## src/rtl/add_pkg.sv

```systemverilog
// add_pkg
//  Shared definitions for the FP64 pre-add alignment stage.
//  - state_t    : alignment FSM encoding (IDLE -> CMP -> SHIFT* -> NEG)
//  - EXP_W      : exponent width
//  - MAN_W      : stored significand width
//  - HID_W      : significand width including the hidden bit
//  - DSHIFT_MAX : largest useful alignment distance; any larger shift clears the significand
//  - D_W        : width of the remaining-shift counter
package add_pkg;

    typedef enum logic [1:0] {
        ST_IDLE  = 2'd0,
        ST_CMP   = 2'd1,
        ST_SHIFT = 2'd2,
        ST_NEG   = 2'd3
    } state_t;

    localparam int EXP_W      = 11;
    localparam int MAN_W      = 52;
    localparam int HID_W      = MAN_W + 1;
    localparam int DSHIFT_MAX = 53;
    localparam int D_W        = $clog2(DSHIFT_MAX + 1);

endpackage

```

## src/rtl/add_align_shifter.sv

```systemverilog
// add_align_shifter
//  Combinational right shifter that moves a significand by at most STEP bits.
//  The actual distance is min(rem_in, STEP).
//  Ports:
//   m_in    [W]  significand to shift
//   rem_in  [RW] shift distance still outstanding
//   m_out   [W]  shifted significand
//   rem_out [RW] distance still outstanding after this step
//   lost    [1]  OR of every bit shifted out in this step
module add_align_shifter #(
    parameter int STEP = 16,
    parameter int W    = 53,
    parameter int RW   = 6
) (
    input  logic [W-1:0]  m_in,
    input  logic [RW-1:0] rem_in,
    output logic [W-1:0]  m_out,
    output logic [RW-1:0] rem_out,
    output logic          lost
);

    logic [RW-1:0] step;
    logic [W-1:0]  lost_bits;

    always_comb begin
        step    = (rem_in > RW'(STEP)) ? RW'(STEP) : rem_in;
        m_out   = m_in >> step;
        rem_out = rem_in - step;
    end

    // Bit gi falls off the bottom exactly when it sits below the shift distance.
    genvar gi;
    for (gi = 0; gi < W; gi++) begin : g_lost
        assign lost_bits[gi] = m_in[gi] & (gi < int'(step));
    end

    assign lost = |lost_bits;

endmodule

```

## src/rtl/add_align.sv

```systemverilog
// add_align
//  FP64 pre-add alignment stage. Orders two doubles by magnitude, right-aligns
//  the smaller significand over several SHIFT cycles (SHIFT_STEP bits max per
//  cycle) and two's-complements it when the effective signs differ.
//  Ports:
//   clk, rst_n      clock, asynchronous active-low reset
//   start           request, sampled only while idle
//   a, b, sub       operands; sub=1 computes a-b (sign of b flipped on capture)
//   busy            high from the cycle after an accepted start through the valid cycle
//   valid           one-cycle pulse; results hold until the next result is produced
//   op1             larger-magnitude operand, untouched
//   op2             {effective sign, exponent, aligned/negated significand} of the smaller
//   exp_same        exponents of a and b equal
//   sign_same       sign(a) == effective sign(b)
//   sticky          OR of all significand bits shifted out of op2
module add_align #(
    parameter int SHIFT_STEP = 16,
    parameter int EXP_W      = add_pkg::EXP_W,
    parameter int MAN_W      = add_pkg::MAN_W
) (
    input  logic                     clk,
    input  logic                     rst_n,
    input  logic                     start,
    input  logic [EXP_W+MAN_W:0]     a,
    input  logic [EXP_W+MAN_W:0]     b,
    input  logic                     sub,
    output logic                     busy,
    output logic                     valid,
    output logic [EXP_W+MAN_W:0]     op1,
    output logic [EXP_W+MAN_W:0]     op2,
    output logic                     exp_same,
    output logic                     sign_same,
    output logic                     sticky
);

    import add_pkg::*;

    localparam int W     = 1 + EXP_W + MAN_W;
    localparam int MAG_W = EXP_W + MAN_W;
    localparam int SIG_W = MAN_W + 1;

    state_t             state_q, state_d;
    logic               busy_q, busy_d;
    logic               valid_q, valid_d;
    // Hold {a, effective b} between IDLE and CMP, then {larger, smaller}.
    logic [W-1:0]       x_q, x_d;
    logic [W-1:0]       y_q, y_d;
    logic [SIG_W-1:0]   m_q, m_d;
    logic [D_W-1:0]     rem_q, rem_d;
    logic               acc_sticky_q, acc_sticky_d;
    logic               eq_exp_q, eq_exp_d;
    logic               eq_sign_q, eq_sign_d;
    logic [W-1:0]       op1_q, op1_d;
    logic [W-1:0]       op2_q, op2_d;
    logic               exp_same_q, exp_same_d;
    logic               sign_same_q, sign_same_d;
    logic               sticky_q, sticky_d;

    logic [SIG_W-1:0]   sh_m;
    logic [D_W-1:0]     sh_rem;
    logic               sh_lost;

    add_align_shifter #(
        .STEP (SHIFT_STEP),
        .W    (SIG_W),
        .RW   (D_W)
    ) u_shifter (
        .m_in    (m_q),
        .rem_in  (rem_q),
        .m_out   (sh_m),
        .rem_out (sh_rem),
        .lost    (sh_lost)
    );

    logic               a_ge;
    logic [W-1:0]       cmp_big;
    logic [W-1:0]       cmp_sml;
    logic [EXP_W-1:0]   exp_diff;
    logic [D_W-1:0]     d_clamp;
    logic [MAN_W-1:0]   neg_sig;

    always_comb begin
        state_d      = state_q;
        busy_d       = busy_q;
        valid_d      = 1'b0;
        x_d          = x_q;
        y_d          = y_q;
        m_d          = m_q;
        rem_d        = rem_q;
        acc_sticky_d = acc_sticky_q;
        eq_exp_d     = eq_exp_q;
        eq_sign_d    = eq_sign_q;
        op1_d        = op1_q;
        op2_d        = op2_q;
        exp_same_d   = exp_same_q;
        sign_same_d  = sign_same_q;
        sticky_d     = sticky_q;

        // Magnitude compare on {exp, man}; a wins ties.
        a_ge     = x_q[MAG_W-1:0] >= y_q[MAG_W-1:0];
        cmp_big  = a_ge ? x_q : y_q;
        cmp_sml  = a_ge ? y_q : x_q;
        exp_diff = cmp_big[MAG_W-1:MAN_W] - cmp_sml[MAG_W-1:MAN_W];
        d_clamp  = (exp_diff > EXP_W'(DSHIFT_MAX)) ? D_W'(DSHIFT_MAX)
                                                    : exp_diff[D_W-1:0];
        neg_sig  = eq_sign_q ? m_q[MAN_W-1:0] : -m_q[MAN_W-1:0];

        case (state_q)
            ST_IDLE: begin
                busy_d = 1'b0;
                if (start) begin
                    // Subtraction is folded into b's sign here, so sub is not kept.
                    x_d     = a;
                    y_d     = {b[W-1] ^ sub, b[W-2:0]};
                    busy_d  = 1'b1;
                    state_d = ST_CMP;
                end
            end
            ST_CMP: begin
                eq_exp_d     = x_q[MAG_W-1:MAN_W] == y_q[MAG_W-1:MAN_W];
                eq_sign_d    = x_q[W-1] == y_q[W-1];
                x_d          = cmp_big;
                y_d          = cmp_sml;
                acc_sticky_d = 1'b0;
                rem_d        = d_clamp;
                if (d_clamp == '0) begin
                    // Equal exponents: the adder supplies both hidden bits itself.
                    m_d     = {1'b0, cmp_sml[MAN_W-1:0]};
                    state_d = ST_NEG;
                end else begin
                    m_d     = {(cmp_sml[MAG_W-1:MAN_W] != '0), cmp_sml[MAN_W-1:0]};
                    state_d = ST_SHIFT;
                end
            end
            ST_SHIFT: begin
                m_d          = sh_m;
                rem_d        = sh_rem;
                acc_sticky_d = acc_sticky_q | sh_lost;
                if (sh_rem == '0) begin
                    state_d = ST_NEG;
                end
            end
            ST_NEG: begin
                op1_d       = x_q;
                op2_d       = {y_q[W-1], y_q[MAG_W-1:MAN_W], neg_sig};
                exp_same_d  = eq_exp_q;
                sign_same_d = eq_sign_q;
                sticky_d    = acc_sticky_q;
                valid_d     = 1'b1;
                state_d     = ST_IDLE;
            end
            default: begin
                state_d = ST_IDLE;
            end
        endcase
    end

    always_ff @(posedge clk or negedge rst_n) begin
        if (!rst_n) begin
            state_q      <= ST_IDLE;
            busy_q       <= 1'b0;
            valid_q      <= 1'b0;
            x_q          <= '0;
            y_q          <= '0;
            m_q          <= '0;
            rem_q        <= '0;
            acc_sticky_q <= 1'b0;
            eq_exp_q     <= 1'b0;
            eq_sign_q    <= 1'b0;
            op1_q        <= '0;
            op2_q        <= '0;
            exp_same_q   <= 1'b0;
            sign_same_q  <= 1'b0;
            sticky_q     <= 1'b0;
        end else begin
            state_q      <= state_d;
            busy_q       <= busy_d;
            valid_q      <= valid_d;
            x_q          <= x_d;
            y_q          <= y_d;
            m_q          <= m_d;
            rem_q        <= rem_d;
            acc_sticky_q <= acc_sticky_d;
            eq_exp_q     <= eq_exp_d;
            eq_sign_q    <= eq_sign_d;
            op1_q        <= op1_d;
            op2_q        <= op2_d;
            exp_same_q   <= exp_same_d;
            sign_same_q  <= sign_same_d;
            sticky_q     <= sticky_d;
        end
    end

    assign busy      = busy_q;
    assign valid     = valid_q;
    assign op1       = op1_q;
    assign op2       = op2_q;
    assign exp_same  = exp_same_q;
    assign sign_same = sign_same_q;
    assign sticky    = sticky_q;

endmodule

```

## config.mk

```make
export PLATFORM = sky130hd
export DESIGN_NAME = add_align
export DESIGN_NICKNAME = d
export VERILOG_FILES = /design/src/rtl/add_pkg.sv /design/src/rtl/add_align_shifter.sv /design/src/rtl/add_align.sv
export SDC_FILE = /design/constraint.sdc
export NUM_CORES = 1
export LEC_CHECK = 0
export CAP_MARGIN = 20
export CORE_AREA = 4 4 207 209
export CTS_BUF_LIST = sky130_fd_sc_hd__clkbuf_8
export DETAILED_ROUTE_END_ITERATION = 7
export DIE_AREA = 0 0 211 213
export PLACE_DENSITY = 0.77
export SYNTH_ARGS = -nofsm -noshare
export SYNTH_HDL_FRONTEND = slang
export SYNTH_SLANG_ARGS = --single-unit
```

## constraint.sdc

```tcl
create_clock -name clk -period 4.3 [get_ports clk]
set_input_delay 0.86 -clock clk [delete_from_list [all_inputs] [get_ports clk]]
set_output_delay 0.86 -clock clk [all_outputs]
set_load 0.02 [all_outputs]
```

==> metrics.md <==
| Metric | Value |
|---|---|
| Required time worst endpoint | 4880 ps |
| Design Area, Final | 26,020 um^2 |
| Worst path arrival time | 4840 ps |
| Max_slew headroom | 33.41% |
| Yosys cell types | 79 |
| Antenna violations before repair | 2 |
| Die Area | 44,940 um^2 |
| Commonest cells post-synth | dfrtp_1 (325), a21oi_1 (304), o22ai_1 (207), nor2_1 (182), clkbuf_1 (170) |
| ANT nets after route | 0 |
| CP Capture Type | flop |
| Biggest area consumer among synthesized cells | dfrtp_1 |
| Ys async rst share | 100.0% |
| Die width | 211 um |
| Critical R2R Launch | y_q[42]$_DFFE_PN0P_ |
| Post-synthesis xor/xnor area fraction | 2.455% |
| Synth Area per Inst | 8.912 um^2 |
| Num CTS Buffers | 57 |
| Compound-Gate Fraction of Synth Area | 22.03% |
| Worst hold path class | in -> async |
| Clock H-tree levels | 2 |
| Slowest CP cell | dfrtp_1 |
| Vias in the first global route | 19,417 |
| Area share of fa/ha/maj cells after synthesis | 4.417% |
| GPL Wtd Cong | 0.9517 |
| Worst reg2reg setup slack | 30 ps |
| Mapped Nets | 2,485 |
| Crit start category | flop |
| Post-Syn Area | 20,340 um^2 |
| Post-Synth Simple-Gate Area | 11.44% |
| Inserted Diodes | 0 |
| Yosys warns | 0 |
| Cell Rows | 74 |
| Vias | 19,684 |
| Min Hold Slack | 251.5 ps |
| Vias/cell | 6.161 |
| Hold Vio Cnt, Final | 0 |
| Starting density of the core | 49.81% |
| Setup CP Type | reg -> reg |
| Period utilisation layout | 99.25% |
| Number of flops mapped to enable cells by yosys | 0 |
| Clk buf depth | 3 |
| PortBufs | 264 |
| DP HPWL | 50,080 um |
| Initial DRC Count | 1,809 |
| Clock Sinks | 325 |
| Top cells by area, synth | dfrtp_1 (40%), a21oi_1 (7.5%), mux2_2 (7.3%) |
| Mapped Cells | 2,282 |
| Share of the synthesized area in the top cell type | 39.99% |
| TritonCTS clock tree | done |
| Top FF cell, synth | dfrtp_1 |
| Drt pass-1 iters | 6 |
| Total GRT Usage | 30.54% |
| Max-cap violations | 0 |
| Fmax achieved | 234.3 MHz |
| Grt ovf | 0 |
| Final min period | 4268 ps |
| Wire per inst | 22.06 um |
| Final-report max-slew violation count | 0 |
| Status | complete, no violations |
| CP Max Fanout | 7 |
| Die Y | 213 um |
| Share of layout cells above drive strength 1 | 18.40% |
| Placed Area | 24,620 um^2 |
| Most common cell in the synthesized netlist | dfrtp_1 |
| Setup repair after global routing missed its margin | yes |
| Critical Path Max Stage Delay | 380 ps |
| DRT Wirelength | 70,480 um |
| Reg2reg end | state_q[0]$_DFFE_PN0P_ |
| Worst-path clk slew | 60 ps |
| Core Area | 40,830 um^2 |
| Clock skew | 27.26 ps |
| Remaining DRCs | 0 |
| Seq cells post-synth | 325 |
| Critical path, cell by cell | inv_1, ha_1, nand4_1, buf_4, nor2_1, a221oi_2, a31oi_1, buf_4, or3_4, buf_4, buf_4, nor4_1, nor3_1, xnor2_1, and4b_1, a31oi_2, a2111oi_4, buf_4, nand4_1, a22oi_1 |
| Slew @ Worst Pin | 998.9 ps |
| # IOs | 265 |
| Endpoints failing setup | 0 |
| Largest family of logic cells by synthesized area | compound AO/OA/AOI/OAI gates |
| Register area share after synthesis | 39.99% |
| Fin nets | 2,826 |
| Post-synthesis mux area share | 14.16% |
| Area Growth Syn to Fin | 27.93% |
| Worst reg2reg path depth | 20 |
| Clk root buf | clkbuf_8 |
| Worst-Skew Late Latency | 670 ps |
| Most common cell on crit path | buf_4 |
| First-pass GRT wire length | 109,700 um |
| Final-layout fill cell count | 3,371 |
| Largest net degree at the start of global routing | 140 |
==> worst max-delay path, delay by kind of cell, from the launching register on <==
family,cells,cell delay [ps]
AOI/OAI and AO/OA,5,1040
buffers and inverters,6,900
DFF,1,380
xor gates and xnor gates,1,200
and+or+nand+nor,7,1420
adders and majority gates,1,240
==> cells by family after synthesis <==
| group | Yosys count |
|---|---|
| AO/OA/AOI/OAI | 752 |
| XOR/XNOR | 57 |
| adder cells (fa/ha/maj) | 72 |
| buffers and inverters | 290 |
| flip-flops | 325 |
| multiplexers | 270 |
| other | 1 |
| AND/OR/NAND/NOR | 515 |
==> how the worst max path moves through the flow <==
| stage | from | to | cells after the start | slack (ps) |
|---|---|---|---|---|
| 2_1_floorplan | y_q[60]$_DFFE_PN0P_ | m_q[52]$_DFFE_PN0P_ | 19 | 40 |
| 3_3_place_gp | x_q[8]$_DFFE_PN0P_ | state_q[0]$_DFFE_PN0P_ | 20 | -260 |
| 3_5_place_dp | x_q[8]$_DFFE_PN0P_ | state_q[0]$_DFFE_PN0P_ | 20 | -340 |
| 4_1_cts | x_q[18]$_DFFE_PN0P_ | state_q[0]$_DFFE_PN0P_ | 18 | 20 |
| 5_1_grt | y_q[42]$_DFFE_PN0P_ | state_q[0]$_DFFE_PN0P_ | 20 | -210 |
| 6_report | y_q[42]$_DFFE_PN0P_ | state_q[0]$_DFFE_PN0P_ | 20 | 30 |
==> through the flow <==
stage                     TNS [ps]  worst slack [ps]  util [%]  cells
after global routing         -1082            -212.4     63.72   3195
after CTS                        0             21.49     63.27   3189
after detailed placement     -3044            -344.3     60.30   3089
after global placement       -2026            -257.3     60.30   3089
final                            0             32.43     63.72   3195
after floorplan                  0             35.67         -   2282
==> per-layer routing <==
layer | global-route usage (%) | wire, um | up-vias | share of wire (%)
met5 | 0 | 32 | - | 0.045
met4 | 11.83 | 2895 | 4 | 4.1
met3 | 4.614 | 5458 | 181 | 7.7
met2 | 48.27 | 32420 | 934 | 46
met1 | 42.72 | 29680 | 9532 | 42
li1 | - | - | 9033 | -
==> cell usage in the layout, fill, tap and decap left out, drive strengths merged, types with 4 or more instances in the layout <==
master	instances
ha	71
mux2	131
nor2b	9
o221ai	6
a21oi	304
a22oi	5
nand4	17
buf	219
a221oi	6
clkbuf	75
and3	21
nor3	32
nand2	171
clkinv	7
o21ai	96
and2	11
a21o	4
clkdlybuf4s50	263
xnor2	53
nand3	21
nand3b	4
or2	4
mux2i	138
nand2b	10
inv	103
o211ai	28
dfrtp	325
a211oi	46
xor2	4
or3	8
o22ai	207
nor2	183
a31oi	22
nor4	14
==> sequential cells by signal, summed over array words and instances (netlist names), named ones only <==
name / flops
eq_sign_q: 1
op1: 64
eq_exp_q: 1
x_q: 63
acc_sticky_q: 1
state_q: 2
busy: 1
m_q: 53
valid: 1
sticky: 1
sign_same: 1
y_q: 64
op2: 64
rem_q: 6
exp_same: 1
==> cell type report <==
type	instances	area (um^2)	area share [%]
Tap cell	532	665.6	2.559
Timing Repair Buffer	482	4375	16.82
Sequential cell	325	8134	31.27
Inverter	90	337.8	1.299
Clock inverter	24	135.1	0.5194
Multi-Input combinational cell	1667	11340	43.57
Clock buffer	75	1032	3.968
==> repair_timing <==
action                     CTS  global route
pin swaps                    6            20
hold buffers                 0             0
setup endpoints to repair   18             9
setup buffers                1             6
gates resized for setup      7            22
Power is left out: the tool's default activity adds up to more than one toggle a clock period on the data nets, which glitch-free logic cannot reach.
==> variant: new RTL, same flow settings <==
Change the package constant `EXP_W` from 11 to 22.
--- a/src/rtl/add_pkg.sv
+++ b/src/rtl/add_pkg.sv
@@ -17,3 +17,3 @@
 
-    localparam int EXP_W      = 11;
+    localparam int EXP_W      = 22;
     localparam int MAN_W      = 52;
Ports: changed (resized a, b, op1 and op2); port bits go from 265 to 309. No check against the original RTL was run, so the function may have changed too.
==> variant against the original RTL <==
The run now ends with setup timing left. Synthesized area rose by 14%. Die area unchanged. Global-route usage rose by 7.3 points. Fmax shrank 14%. Sequential cell count rose by 44. Setup slack worse by 0.69 ns. Hold slack got worse by 0.013 ns. Cell area up 19%. Wire length rose by 24%. Critical endpoint is now rem_q[1].
Power is left out: the tool's default activity adds up to more than one toggle a clock period on the data nets, which glitch-free logic cannot reach.
==> variant: results (changes against the original RTL) <==
place_inst: 3641  # +18%
first_iter_violations: 2603  # +44%
netlist_area_um2: 23200  # +14%
inverters: 112  # +24%
cpPeakStageDelay_ns: 0.59  # +0.21 ns
grt_start_max_net_pins: 114  # -19%
buffers: 669  # +39%
hold_class: "input port to asynchronous set/reset pin"
met1_length_mm: 35.2  # +19%
synth_nets: 2900  # +17%
syn_area_per_cell_um2: 8.71  # -2.2%
utilization_pct: 75.7  # +12 points
seqCellArea_um2: 9230  # +14%
clk_path_buf_depth: 3  # unchanged
setup_violations: 8  # +8
synth.distinct_cells: 76  # -3.8%
fin_skew_ns: 0.0284  # +0.00114 ns
nClkBuffers: 87  # +16%
pre_cts_ws_ns: -0.710  # -0.366 ns
synthTopCellsByArea: "dfrtp_1, a21oi_1, mux2i_1"
dpl_cell_area_um2: 29100  # +18%
ys_seq_area_share_pct: 39.8  # -0.20 points
cp.arrival_ns: 5.53  # +0.69 ns
diodes: 0  # unchanged
violations: "setup timing"
cts_buffers: 67  # +18%
cts_setup_buffers: 2  # +1
clk_latency_ns: 0.64  # -0.03 ns
totalWireLength_mm: 87.7  # +24%
h-tree-depth: 3  # +1
critPathMaxFanout: 5  # -2
port_buffers: 308  # +17%
critPathSlowestCell: "or4_4"
multiInputCombCellCount: 1966  # +18%
finalSetupTns_ns: -4.75  # -4.75 ns
synthTopCellsByCount: "dfrtp_1, a21oi_1, o22ai_1, nand2_1, nor2_1"
fill_cells: 2836  # -16%
buffer_area_share_pct: 19.3  # +2.5 points
wl_per_cell_um: 23.3  # +5.6%
route.met2.wl_mm: 39.9  # +23%
met3_length_mm: 8.44  # +55%
multi_input_area_um2: 13200  # +17%
num-nets-final: 3421  # +21%
antenna_found_initial: 4  # +2
clock_area_share_pct: 4.57  # +0.083 points
gp_congestion: 0.977  # +2.6%
cts_resized: 28  # +21
grtUsageTotal_pct: 37.8  # +7.3 points
dp_hpwl_mm: 62.9  # +26%
vias: 24100  # +22%
layout-drive-gt1-share_pct: 20.4  # +2.0 points
ys_ff_latch: 369  # +14%
grt_pass1_wl_mm: 135  # +23%
worst_slew_pin_slew_ns: 1.10  # +0.105 ns
status: "finished with violations"
setup_slack_ns: -0.662  # -0.694 ns
==> variant: path summary, 6_finish.rpt <==
kind / from / end / slack [ns] / cells past startpoint
setup / recovery: y_q[51] / rem_q[1] / -0.66 / 23
min in group clk: op1[41] / op1[41] / 0.51 / 1
hold reg to reg: op1[41] / op1[41] / 0.51 / 1
hold / removal: rst_n / op2[16] / 0.24 / 1
setup reg to reg: y_q[51] / rem_q[1] / -0.66 / 23
max in group asynchronous: rst_n / y_q[63] / 3.06 / 2
==> variant: metal layers <==
| layer | track usage, % | vias to the layer above |
|---|---|---|
| li1 | - | 10800 |
| met1 | 50.6 | 11600 |
| met2 | 59.0 | 1390 |
| met3 | 9.32 | 282 |
| met4 | 16.2 | 6 |
| met5 | 0 | - |
==> variant: kinds of logic after synthesis <==
group                      share of synthesized area (%)
AOI/OAI and AO/OA                                   22.4
and+or+nand+nor                                     12.6
DFF                                                 39.8
buffers and inverters                               5.38
muxes                                               13.2
adders and majority gates                           4.42
xor gates and xnor gates                            2.23
other                                             0.0162
